===== src/rtl/tmp1075_pkg.sv =====
// Shared definitions for the TMP1075N command sequencer.
//   state_t      : sequencer FSM states
//   REG_TEMP/CFG : TMP1075N register pointers
//   CFG_*_DEF    : default configuration bytes written to REG_CFG
//   is_cmd()     : true for the single-cycle states that fire i2c_exec
package tmp1075_pkg;

  typedef enum logic [2:0] {
    ST_IDLE,
    ST_CFG1,
    ST_CFG2,
    ST_RD,
    ST_WAIT,
    ST_POLL,
    ST_FAULT
  } state_t;

  localparam logic [7:0] REG_TEMP   = 8'h00;
  localparam logic [7:0] REG_CFG    = 8'h01;

  localparam logic [7:0] CFG_HI_DEF = 8'h61;
  localparam logic [7:0] CFG_LO_DEF = 8'hAB;

  function automatic logic is_cmd(input state_t s);
    return (s == ST_CFG1) || (s == ST_CFG2) || (s == ST_RD);
  endfunction

endpackage


===== src/rtl/tmp1075_if.sv =====
// Command/response bundle between the sequencer and i2c_dri.
//   master : sequencer side (drives exec, bit_ctrl, rh_wl, addr, data_w)
//   slave  : i2c_dri side   (drives data_r, done, ack)
interface tmp1075_if;

  logic        i2c_exec;
  logic        bit_ctrl;
  logic        i2c_rh_wl;
  logic [15:0] i2c_addr;
  logic [7:0]  i2c_data_w;
  logic [7:0]  i2c_data_r;
  logic        i2c_done;
  logic        i2c_ack;

  modport master (
    output i2c_exec, bit_ctrl, i2c_rh_wl, i2c_addr, i2c_data_w,
    input  i2c_data_r, i2c_done, i2c_ack
  );

  modport slave (
    input  i2c_exec, bit_ctrl, i2c_rh_wl, i2c_addr, i2c_data_w,
    output i2c_data_r, i2c_done, i2c_ack
  );

endinterface


===== src/rtl/tmp1075_ctrl_temp_alarm.sv =====
// Signed hysteresis comparator for the temperature alarm.
//   dri_clk, sys_rst_n : clock / async active-low reset
//   load               : new temperature sample accepted this cycle
//   temp_in            : signed sample, 1 degC/LSB
//   temp_valid         : one-cycle pulse the cycle after load
//   over_temp          : set at >= T_HIGH, cleared at <= T_LOW, else held
module temp_alarm #(
  parameter logic signed [7:0] T_HIGH = 8'sd60,
  parameter logic signed [7:0] T_LOW  = 8'sd55
) (
  input  logic              dri_clk,
  input  logic              sys_rst_n,
  input  logic              load,
  input  logic signed [7:0] temp_in,
  output logic              temp_valid,
  output logic              over_temp
);

  // NOTE: sequential state uses non-blocking assignments so every flop
  // samples the pre-edge values regardless of statement order.
  always_ff @(posedge dri_clk or negedge sys_rst_n) begin
    if (!sys_rst_n) begin
      temp_valid <= 1'b0;
      over_temp  <= 1'b0;
    end else begin
      temp_valid <= load;
      // Both operands are signed, so 0xF6 compares as -10 rather than 246.
      if (load) begin
        if (temp_in >= T_HIGH) begin
          over_temp <= 1'b1;
        end else if (temp_in <= T_LOW) begin
          over_temp <= 1'b0;
        end
      end
    end
  end

endmodule


===== src/rtl/tmp1075_ctrl.sv =====
// TMP1075N command sequencer sitting upstream of i2c_dri.
// After enable it writes CFG_HI then CFG_LO to register 0x01, then reads
// register 0x00 every POLL_CYC cycles and publishes the signed MSB with a
// hysteretic alarm. NACKs and timeouts are retried up to MAX_RETRY times.
//   dri_clk, sys_rst_n : clock / async active-low reset
//   enable             : 1 = run, 0 = stop at next transaction boundary
//   bus                : i2c_dri command/response interface (master side)
//   temp_c             : signed temperature, 1 degC/LSB
//   temp_valid         : one-cycle pulse when temp_c updates
//   over_temp          : hysteretic alarm
//   busy               : sequencer active (not IDLE/FAULT)
//   fault              : retries exhausted; cleared by enable = 0
module tmp1075_ctrl
  import tmp1075_pkg::*;
#(
  parameter logic        [7:0]  CFG_HI      = CFG_HI_DEF,
  parameter logic        [7:0]  CFG_LO      = CFG_LO_DEF,
  parameter logic        [19:0] POLL_CYC    = 20'd250_000,
  parameter logic        [15:0] TIMEOUT_CYC = 16'd4_000,
  parameter logic        [1:0]  MAX_RETRY   = 2'd2,
  parameter logic signed [7:0]  T_HIGH      = 8'sd60,
  parameter logic signed [7:0]  T_LOW       = 8'sd55
) (
  input  logic        dri_clk,
  input  logic        sys_rst_n,
  input  logic        enable,
  tmp1075_if.master   bus,
  output logic [7:0]  temp_c,
  output logic        temp_valid,
  output logic        over_temp,
  output logic        busy,
  output logic        fault
);

  state_t      state_q, state_d;
  state_t      cmd_q;      // command currently owned by the driver
  logic [1:0]  retry_q;
  logic        rec_q;      // recovering from a timeout: wait for done or a second window
  logic [15:0] tmr_q;
  logic [19:0] poll_q;

  logic        retry_inc, retry_clr, rec_set, rd_ok;
  logic        tmr_exp, poll_exp;

  assign tmr_exp  = (tmr_q == TIMEOUT_CYC - 16'd1);
  assign poll_exp = (poll_q == POLL_CYC - 20'd1);

  function automatic state_t next_cmd(input state_t c);
    case (c)
      ST_CFG1: return ST_CFG2;
      ST_CFG2: return ST_RD;
      default: return ST_POLL;
    endcase
  endfunction

  // NOTE: every signal driven here gets a default first, so no path through
  // the case can leave one unassigned and infer a latch.
  always_comb begin
    state_d   = state_q;
    retry_inc = 1'b0;
    retry_clr = 1'b0;
    rec_set   = 1'b0;
    rd_ok     = 1'b0;
    case (state_q)
      ST_IDLE: begin
        retry_clr = 1'b1;
        if (enable) state_d = ST_CFG1;
      end
      ST_CFG1, ST_CFG2, ST_RD: state_d = ST_WAIT;
      ST_WAIT: begin
        if (rec_q) begin
          // Driver state is known again (done) or assumed idle (second window).
          if (bus.i2c_done || tmr_exp) state_d = enable ? cmd_q : ST_IDLE;
        end else if (bus.i2c_done && !bus.i2c_ack) begin
          retry_clr = 1'b1;
          rd_ok     = (cmd_q == ST_RD);
          state_d   = enable ? next_cmd(cmd_q) : ST_IDLE;
        end else if (bus.i2c_done || tmr_exp) begin
          if (retry_q < MAX_RETRY) begin
            retry_inc = 1'b1;
            if (bus.i2c_done) state_d = enable ? cmd_q : ST_IDLE;
            else              rec_set = 1'b1;
          end else begin
            state_d = ST_FAULT;
          end
        end
      end
      ST_POLL: begin
        if (!enable)       state_d = ST_IDLE;
        else if (poll_exp) state_d = ST_RD;
      end
      ST_FAULT: if (!enable) state_d = ST_IDLE;
      default:  state_d = ST_IDLE;
    endcase
  end

  // NOTE: only control registers exist here (no memory arrays), so every
  // flop is async-reset to a defined value.
  always_ff @(posedge dri_clk or negedge sys_rst_n) begin
    if (!sys_rst_n) begin
      state_q        <= ST_IDLE;
      cmd_q          <= ST_IDLE;
      retry_q        <= '0;
      rec_q          <= 1'b0;
      tmr_q          <= '0;
      poll_q         <= '0;
      bus.i2c_exec   <= 1'b0;
      bus.i2c_rh_wl  <= 1'b0;
      bus.i2c_addr   <= '0;
      bus.i2c_data_w <= '0;
      temp_c         <= '0;
    end else begin
      state_q <= state_d;

      // Command fields are loaded on entry to a command state, so they are
      // valid in the exec cycle and held through WAIT until i2c_done.
      bus.i2c_exec <= is_cmd(state_d);
      if (is_cmd(state_d)) cmd_q <= state_d;
      case (state_d)
        ST_CFG1: begin
          bus.i2c_rh_wl  <= 1'b0;
          bus.i2c_addr   <= {8'h00, REG_CFG};
          bus.i2c_data_w <= CFG_HI;
        end
        ST_CFG2: begin
          bus.i2c_rh_wl  <= 1'b0;
          bus.i2c_addr   <= {8'h00, REG_CFG};
          bus.i2c_data_w <= CFG_LO;
        end
        ST_RD: begin
          bus.i2c_rh_wl  <= 1'b1;
          bus.i2c_addr   <= {8'h00, REG_TEMP};
          bus.i2c_data_w <= '0;
        end
        default: ;
      endcase

      if (retry_clr)      retry_q <= '0;
      else if (retry_inc) retry_q <= retry_q + 2'd1;

      if (rec_set)                 rec_q <= 1'b1;
      else if (state_d != ST_WAIT) rec_q <= 1'b0;

      // Timer restarts on entry to WAIT and again at the start of recovery.
      if (state_q == ST_WAIT && !rec_set) tmr_q <= tmr_q + 16'd1;
      else                                tmr_q <= '0;

      if (state_q == ST_POLL && state_d == ST_POLL) poll_q <= poll_q + 20'd1;
      else                                          poll_q <= '0;

      if (rd_ok) temp_c <= bus.i2c_data_r;
    end
  end

  assign bus.bit_ctrl = 1'b0;
  assign busy  = (state_q != ST_IDLE) && (state_q != ST_FAULT);
  assign fault = (state_q == ST_FAULT);

  temp_alarm #(
    .T_HIGH (T_HIGH),
    .T_LOW  (T_LOW)
  ) u_temp_alarm (
    .dri_clk    (dri_clk),
    .sys_rst_n  (sys_rst_n),
    .load       (rd_ok),
    .temp_in    ($signed(bus.i2c_data_r)),
    .temp_valid (temp_valid),
    .over_temp  (over_temp)
  );

endmodule


===== src/flat_wrapper.sv =====
// flat-port wrapper written by rule: the top's interface ports become plain ports
module tmp1075_ctrl_flat import tmp1075_pkg::*;
#(
  parameter logic        [7:0]  CFG_HI      = CFG_HI_DEF,
  parameter logic        [7:0]  CFG_LO      = CFG_LO_DEF,
  parameter logic        [19:0] POLL_CYC    = 20'd250_000,
  parameter logic        [15:0] TIMEOUT_CYC = 16'd4_000,
  parameter logic        [1:0]  MAX_RETRY   = 2'd2,
  parameter logic signed [7:0]  T_HIGH      = 8'sd60,
  parameter logic signed [7:0]  T_LOW       = 8'sd55
)
  (dri_clk, sys_rst_n, enable, temp_c, temp_valid, over_temp, busy, fault, bus_i2c_exec, bus_bit_ctrl, bus_i2c_rh_wl, bus_i2c_addr, bus_i2c_data_w, bus_i2c_data_r, bus_i2c_done, bus_i2c_ack);
  tmp1075_if bus_i ();
  input  logic dri_clk;
  input  logic sys_rst_n;
  input  logic enable;
  output logic [7:0] temp_c;
  output logic temp_valid;
  output logic over_temp;
  output logic busy;
  output logic fault;
  output wire logic [$bits(bus_i.i2c_exec)-1:0] bus_i2c_exec;
  output wire logic [$bits(bus_i.bit_ctrl)-1:0] bus_bit_ctrl;
  output wire logic [$bits(bus_i.i2c_rh_wl)-1:0] bus_i2c_rh_wl;
  output wire logic [$bits(bus_i.i2c_addr)-1:0] bus_i2c_addr;
  output wire logic [$bits(bus_i.i2c_data_w)-1:0] bus_i2c_data_w;
  input wire logic [$bits(bus_i.i2c_data_r)-1:0] bus_i2c_data_r;
  input wire logic [$bits(bus_i.i2c_done)-1:0] bus_i2c_done;
  input wire logic [$bits(bus_i.i2c_ack)-1:0] bus_i2c_ack;
  assign bus_i2c_exec = bus_i.i2c_exec;
  assign bus_bit_ctrl = bus_i.bit_ctrl;
  assign bus_i2c_rh_wl = bus_i.i2c_rh_wl;
  assign bus_i2c_addr = bus_i.i2c_addr;
  assign bus_i2c_data_w = bus_i.i2c_data_w;
  assign bus_i.i2c_data_r = bus_i2c_data_r;
  assign bus_i.i2c_done = bus_i2c_done;
  assign bus_i.i2c_ack = bus_i2c_ack;
  tmp1075_ctrl #(.CFG_HI(CFG_HI), .CFG_LO(CFG_LO), .POLL_CYC(POLL_CYC), .TIMEOUT_CYC(TIMEOUT_CYC), .MAX_RETRY(MAX_RETRY), .T_HIGH(T_HIGH), .T_LOW(T_LOW)) u_core (.dri_clk(dri_clk), .sys_rst_n(sys_rst_n), .enable(enable), .bus(bus_i), .temp_c(temp_c), .temp_valid(temp_valid), .over_temp(over_temp), .busy(busy), .fault(fault));
endmodule

===== config.mk =====
export PLATFORM = sky130hd
export DESIGN_NAME = tmp1075_ctrl_flat
export DESIGN_NICKNAME = d
export VERILOG_FILES = /design/src/rtl/tmp1075_pkg.sv /design/src/rtl/tmp1075_if.sv /design/src/rtl/tmp1075_ctrl_temp_alarm.sv /design/src/rtl/tmp1075_ctrl.sv /design/src/flat_wrapper.sv
export SDC_FILE = /design/constraint.sdc
export NUM_CORES = 1
export LEC_CHECK = 0
export CORE_ASPECT_RATIO = 1.5
export CORE_MARGIN = 4
export CORE_UTILIZATION = 45
export CTS_CLUSTER_SIZE = 16
export DETAILED_ROUTE_END_ITERATION = 7
export HOLD_SLACK_MARGIN = 0.12
export MAX_ROUTING_LAYER = met4
export PLACE_DENSITY = 0.69
export SYNTH_ARGS = -nofsm -noshare
export SYNTH_HDL_FRONTEND = slang
export SYNTH_SLANG_ARGS = --single-unit

===== constraint.sdc =====
create_clock -name dri_clk -period 4.2 [get_ports dri_clk]
set_input_delay 1.05 -clock dri_clk [delete_from_list [all_inputs] [get_ports dri_clk]]
set_output_delay 1.05 -clock dri_clk [all_outputs]
set_load 0.01 [all_outputs]

==> qor.csv, run 1 <==
metric,value,unit
Via density,5.150,
num rows,37,
largest net degree at the start of global routing,41,
# setup viols final,0,
fmax,0.3320,GHz
gpl congestion,0.8861,
"Period Utilization, post-route",0.7172,
"EDFF count, synth",0,
initial antenna violation count,0,
Synth area leader,dfrtp_1,
FF+latch area,0.001526,mm^2
crit path capture,fault,
post-layout min period,3.012,ns
diode count,0,
residual overflow from global routing,0,
DR WL/cell,13.71,um
Clock Sinks,61,
maxcap violations,0,
syn avg cell area,10.18,um^2
worst-path maximum fanout,9,
Longest Clk Path Bufs,2,
DRT Pass-1 Iters,4,
Worst Setup Start Kind,flip-flop,
Pwr Total,1792,uW
Buffers on Ports,33,
r2r setup slk,2.05,ns
mapped cell area,0.003156,mm^2
Die ar.,0.008443,mm^2
type of the tightest min-delay check,flip-flop to flip-flop,
crit path kind,flip-flop to primary output,
Synth area leaders,"dfrtp_1 48%, nor2_1 5.8%, xor2_1 5.3%, buf_4 5.2%, xnor2_1 4.4%",
post-synth top area share,0.4837,
"FFs w/ async S/R, synth",1.000,
Synth Instances,310,
layout cell share with drive strength beyond 1,0.1171,
Crit. End Element,primary output,
hold violation count in the final report,0,
outcome,"complete, no violations",
Syn. warnings,0,
Global Route Usage Sum,0.1513,
Fillers,631,
Slowest Stage Delay on Critical Path,0.62,ns
Slew Limit Fails,0,
global-route wire length before repair,10.09,mm
die height,110.6,um
Yosys reg bits,61,
cells along the critical path,"inv_1, nor3_1, clkdlybuf4s50_1",
post-CTS sizing,0,
Slew @ Worst Pin,0.9046,ns
"Distinct cells, synth",53,
hpwl dp,4.284,mm
end of the worst register-to-register path,u_core.bus.i2c_data_w[5],
pwr/cell area,491.5,mW/mm^2
"commonest non-fill, non-tap cells in the layout","61 x dfrtp_1, 49 x nor2_1, 32 x clkdlybuf4s50_1",
P&R area growth vs syn,15.54,%
crit path DAT,1.96,ns
fin nets,360,
"Seq/Total Area, Yosys",0.4837,
Static Leak,0.001554,uW
ys flop type,dfrtp_1,
"Hold-fix buffers, CTS",0,
Multi-input gate area,0.001450,mm^2
TNS Setup,0,ns
DR DRC count,0,
R2R depth,7,
CTS root buffer,clkbuf_8,
I/O pin count,52,
RSZ-0062 raised after global routing,no,
final WL,5.869,mm
Inserted Clock Buffers,9,
"commonest non-fill, non-tap cell in the layout",dfrtp_1,
htree depth,3,
relative slew slack,0.3969,
Initial Utilization,0.4606,
Critical Path RT,3.15,ns
DRT iter0 DRCs,79,
via count,2204,
core footprint,0.006852,mm^2
post-route ant nets,0,
Layout Skew,0.009927,ns
CP max stage cell,clkdlybuf4s50_1,
vias in the first global route,2228,
"Clk pin slew, worst setup/hold paths",0.07,ns
CTS tree,done,
later-pin clock latency in the skew report,0.34,ns
RR Startpoint,u_core.tmr_q[0],
buffer count from post-CTS setup fixing,0,
Die X,76.37,um
fin util,0.5321,
VDD IR max,0.2834,mV
Setup crit start,u_core.state_q[1],
[flip-flops by register name (all words and copies together) (netlist names), 2 cells and up]
signal / count
u_core.tmr_q: 16
u_core.cmd_q: 3
u_core.state_q: 3
u_core.temp_c: 8
u_core.retry_q: 2
u_core.bus.i2c_data_w: 3
u_core.poll_q: 20
[stage by stage]
stage	hold WS (ns)	std cells	area, um^2	setup slack, ns
2_1_floorplan	0.4474	327	3219	1.801
3_3_place_gp	0.4637	412	3460	1.104
3_5_place_dp	0.4744	412	3460	1.081
4_1_cts	0.4830	428	3646	1.164
5_1_grt	0.5021	428	3646	1.097
6_report	0.4818	428	3646	1.188
[critical path: cells and delay by family (launching register included)]
| family | cells | cell delay, ns |
|---|---|---|
| buffers and inverters | 2 | 0.73 |
| DFF | 1 | 0.54 |
| and+or+nand+nor | 1 | 0.37 |
[cell usage after synthesis, types with 3 or more instances]
cell type   n
buf_4      22
o21ai_0     3
nand4_1     9
clkbuf_1    3
o21a_1      4
nand2_1    22
nor2_1     49
dfrtp_1    61
mux2_2      7
nand3_1    15
nor3_1      7
a21oi_1     6
xnor2_1    16
nor4b_1     3
and3_1      6
xor2_1     19
inv_1      12
and4_1      4
[layout make-up]
| type | count | share of cell area |
|---|---|---|
| Clock buffer | 11 | 0.04152 |
| Timing Repair Buffer | 35 | 0.09334 |
| Multi-Input combinational cell | 226 | 0.3977 |
| Sequential cell | 61 | 0.4187 |
| Tap cell | 78 | 0.02677 |
| Inverter | 12 | 0.01235 |
| Clock inverter | 5 | 0.009609 |
[logic make-up (layout without fill, tap and decap cells)]
family                   count (synthesis)  after routing  share of synthesized area
AO/OA/AOI/OAI                           28             28                    0.08248
XOR/XNOR                                35             35                    0.09714
adder cells (fa/ha/maj)                  2              2                   0.007929
buffers and inverters                   40             63                    0.07692
flip-flops                              61             61                     0.4837
multiplexers                             7              7                    0.02498
other                                    1             18                   0.001188
AND/OR/NAND/NOR                        136            136                     0.2256
[power by group]
| group | total [uW] | switching [uW] | internal, uW |
|---|---|---|---|
| Sequential | 758 | 77.5 | 680 |
| Clock | 477 | 231 | 246 |
| Combinational | 557 | 278 | 280 |
[per-layer routing]
metal,track usage,vias up,part of all wire
met2,0.2507,38,0.52
li1,-,1085,-
met1,0.1682,1068,0.43
met3,0.03426,13,0.025
met5,-,-,0
met4,0.08102,0,0.024
[worst min-delay path by stage]
stage | slack (ns) | cells after the start | endpoint | startpoint
4_1_cts | 0.48 | 1 | u_core.poll_q[0] | u_core.poll_q[0]
3_3_place_gp | 0.46 | 1 | u_core.poll_q[0] | u_core.poll_q[0]
3_5_place_dp | 0.47 | 1 | u_core.poll_q[0] | u_core.poll_q[0]
2_1_floorplan | 0.45 | 1 | u_core.poll_q[0] | u_core.poll_q[0]
5_1_grt | 0.50 | 1 | u_core.tmr_q[0] | u_core.tmr_q[0]
6_report | 0.48 | 1 | u_core.tmr_q[0] | u_core.tmr_q[0]
No activity file was read; power rests on OpenSTA's default activity.
==> run 2, diff against run 1 <==
Clock period 4.2 ns to 3.04 ns, I/O delays scaled along.
==> qor.csv, run 2 (synthesis results as in run 1) <==
metric,value,unit
outcome,"complete, no violations",
RSZ-0062 raised after global routing,no,
Clk network pwr share,0.285,
Biggest register,u_core.poll_q,
Initial Utilization,0.4606,
later-pin clock latency in the skew report,0.33,ns
worst path bufs/invs,2,
Slew Limit Fails,0,
largest net degree at the start of global routing,47,
Multi-input gate area,0.001450,mm^2
CTS tree,done,
global-route wire length before repair,10.63,mm
CTS root buffer,clkbuf_8,
diode count,0,
Int Power,1730,uW
fin nets,362,
"commonest non-fill, non-tap cell in the layout",dfrtp_1,
Crit. End Element,primary output,
crit path DAT,1.96,ns
VDD IR max,0.4014,mV
P&R area growth vs syn,16.49,%
crit path kind,flip-flop to primary output,
post-layout min period,2.719,ns
post-CTS sizing,0,
hold slack,0.4805,ns
DP Area,0.003475,mm^2
gpl congestion,0.8425,
"Hold-fix buffers, CTS",0,
post-route ant nets,0,
fmax,0.3678,GHz
cells along the critical path,"inv_1, nor3_1, clkdlybuf4s50_1",
hpwl dp,4.491,mm
pwr/cell area,695.4,mW/mm^2
type of the tightest min-delay check,flip-flop to flip-flop,
"commonest non-fill, non-tap cells in the layout","61 x dfrtp_1, 49 x nor2_1, 32 x clkdlybuf4s50_1",
Via density,5.058,
residual overflow from global routing,0,
Top delay family on crit path,buffers and inverters,
relative slew slack,0.3084,
DRT Pass-1 Iters,4,
DRT iter0 DRCs,117,
Longest Clk Path Bufs,2,
initial antenna violation count,0,
Worst Setup Start Kind,flip-flop,
vias in the first global route,2266,
fin util,0.5365,
via count,2175,
Die ar.,0.008443,mm^2
die height,110.6,um
CP max stage cell,clkdlybuf4s50_1,
Global Route Usage Sum,0.1610,
Largest register FFs,20,
biggest regs,"u_core.poll_q (20), u_core.tmr_q (16), u_core.temp_c (8)",
logic gate share of total power,0.304,
buffer count from post-CTS setup fixing,0,
DR DRC count,0,
core footprint,0.006852,mm^2
hold violation count in the final report,0,
# setup viols final,0,
Fillers,637,
DR WL/cell,14.21,um
Static Leak,0.001568,uW
"Clk pin slew, worst setup/hold paths",0.07,ns
htree depth,3,
Slew @ Worst Pin,1.037,ns
Inserted Clock Buffers,9,
Layout Skew,0.007333,ns
Critical Path RT,2.28,ns
TNS Setup,0,ns
worst-path maximum fanout,9,
Flop pwr share,0.411,
switching portion of total power,0.3232,
maxcap violations,0,
FF+latch area,0.001526,mm^2
Cell Count Post-Placement,414,
Psw,826.3,uW
"Period Utilization, post-route",0.8944,
layout cell share with drive strength beyond 1,0.1193,
Clock Sinks,61,
Final Instance Area,0.003676,mm^2
num rows,37,
final WL,6.110,mm
I/O pin count,52,
Slowest Stage Delay on Critical Path,0.61,ns
Buffers on Ports,33,
Non-Filler Instances,430,
Die X,76.37,um
-- run 2: power by group through the flow --
stage          clock [uW]  combinational (uW)  sequential [uW]
5_1_grt               800                 847             1070
4_1_cts               745                 791             1050
3_5_place_dp            0                 787             1070
2_1_floorplan           0                 468             1070
6_report              729                 776             1050
3_3_place_gp            0                 773             1060
-- run 2: cell type report --
type / count / share of cell area
flip-flops and latches: 61 / 0.4152
multi-input cells: 226 / 0.3945
repair buffers: 37 / 0.09666
clock buffers: 11 / 0.03846
well taps: 78 / 0.02655
clock inverters: 5 / 0.01634
inverters: 12 / 0.01225
-- run 2: worst paths after layout --
path                                   start                     end  slack, ns  cells past startpoint
min in group asynchronous          sys_rst_n        u_core.tmr_q[13]       0.61                      1
max reg2reg                  u_core.tmr_q[0]  u_core.bus.i2c_addr[0]       0.85                      7
max                        u_core.state_q[1]                   fault       0.32                      3
max in group asynchronous          sys_rst_n        u_core.temp_c[0]       1.72                      2
min                         u_core.poll_q[0]        u_core.poll_q[0]       0.48                      1
min reg2reg                 u_core.poll_q[0]        u_core.poll_q[0]       0.48                      1
-- run 2: per-layer routing --
layer,up-vias,share of wire,track usage
met1,1051,0.44,0.1884
met4,0,0.022,0.06288
met2,32,0.51,0.2625
met5,-,0,-
li1,1082,-,-
met3,10,0.027,0.04405
-- run 2: through the flow --
stage | power, uW | worst slack (ns)
floorplan | 1541 | 0.9312
finish | 2556 | 0.3210
CTS | 2587 | 0.2896
global placement | 1831 | 0.3602
detailed placement | 1853 | 0.3180
global route | 2719 | 0.1582
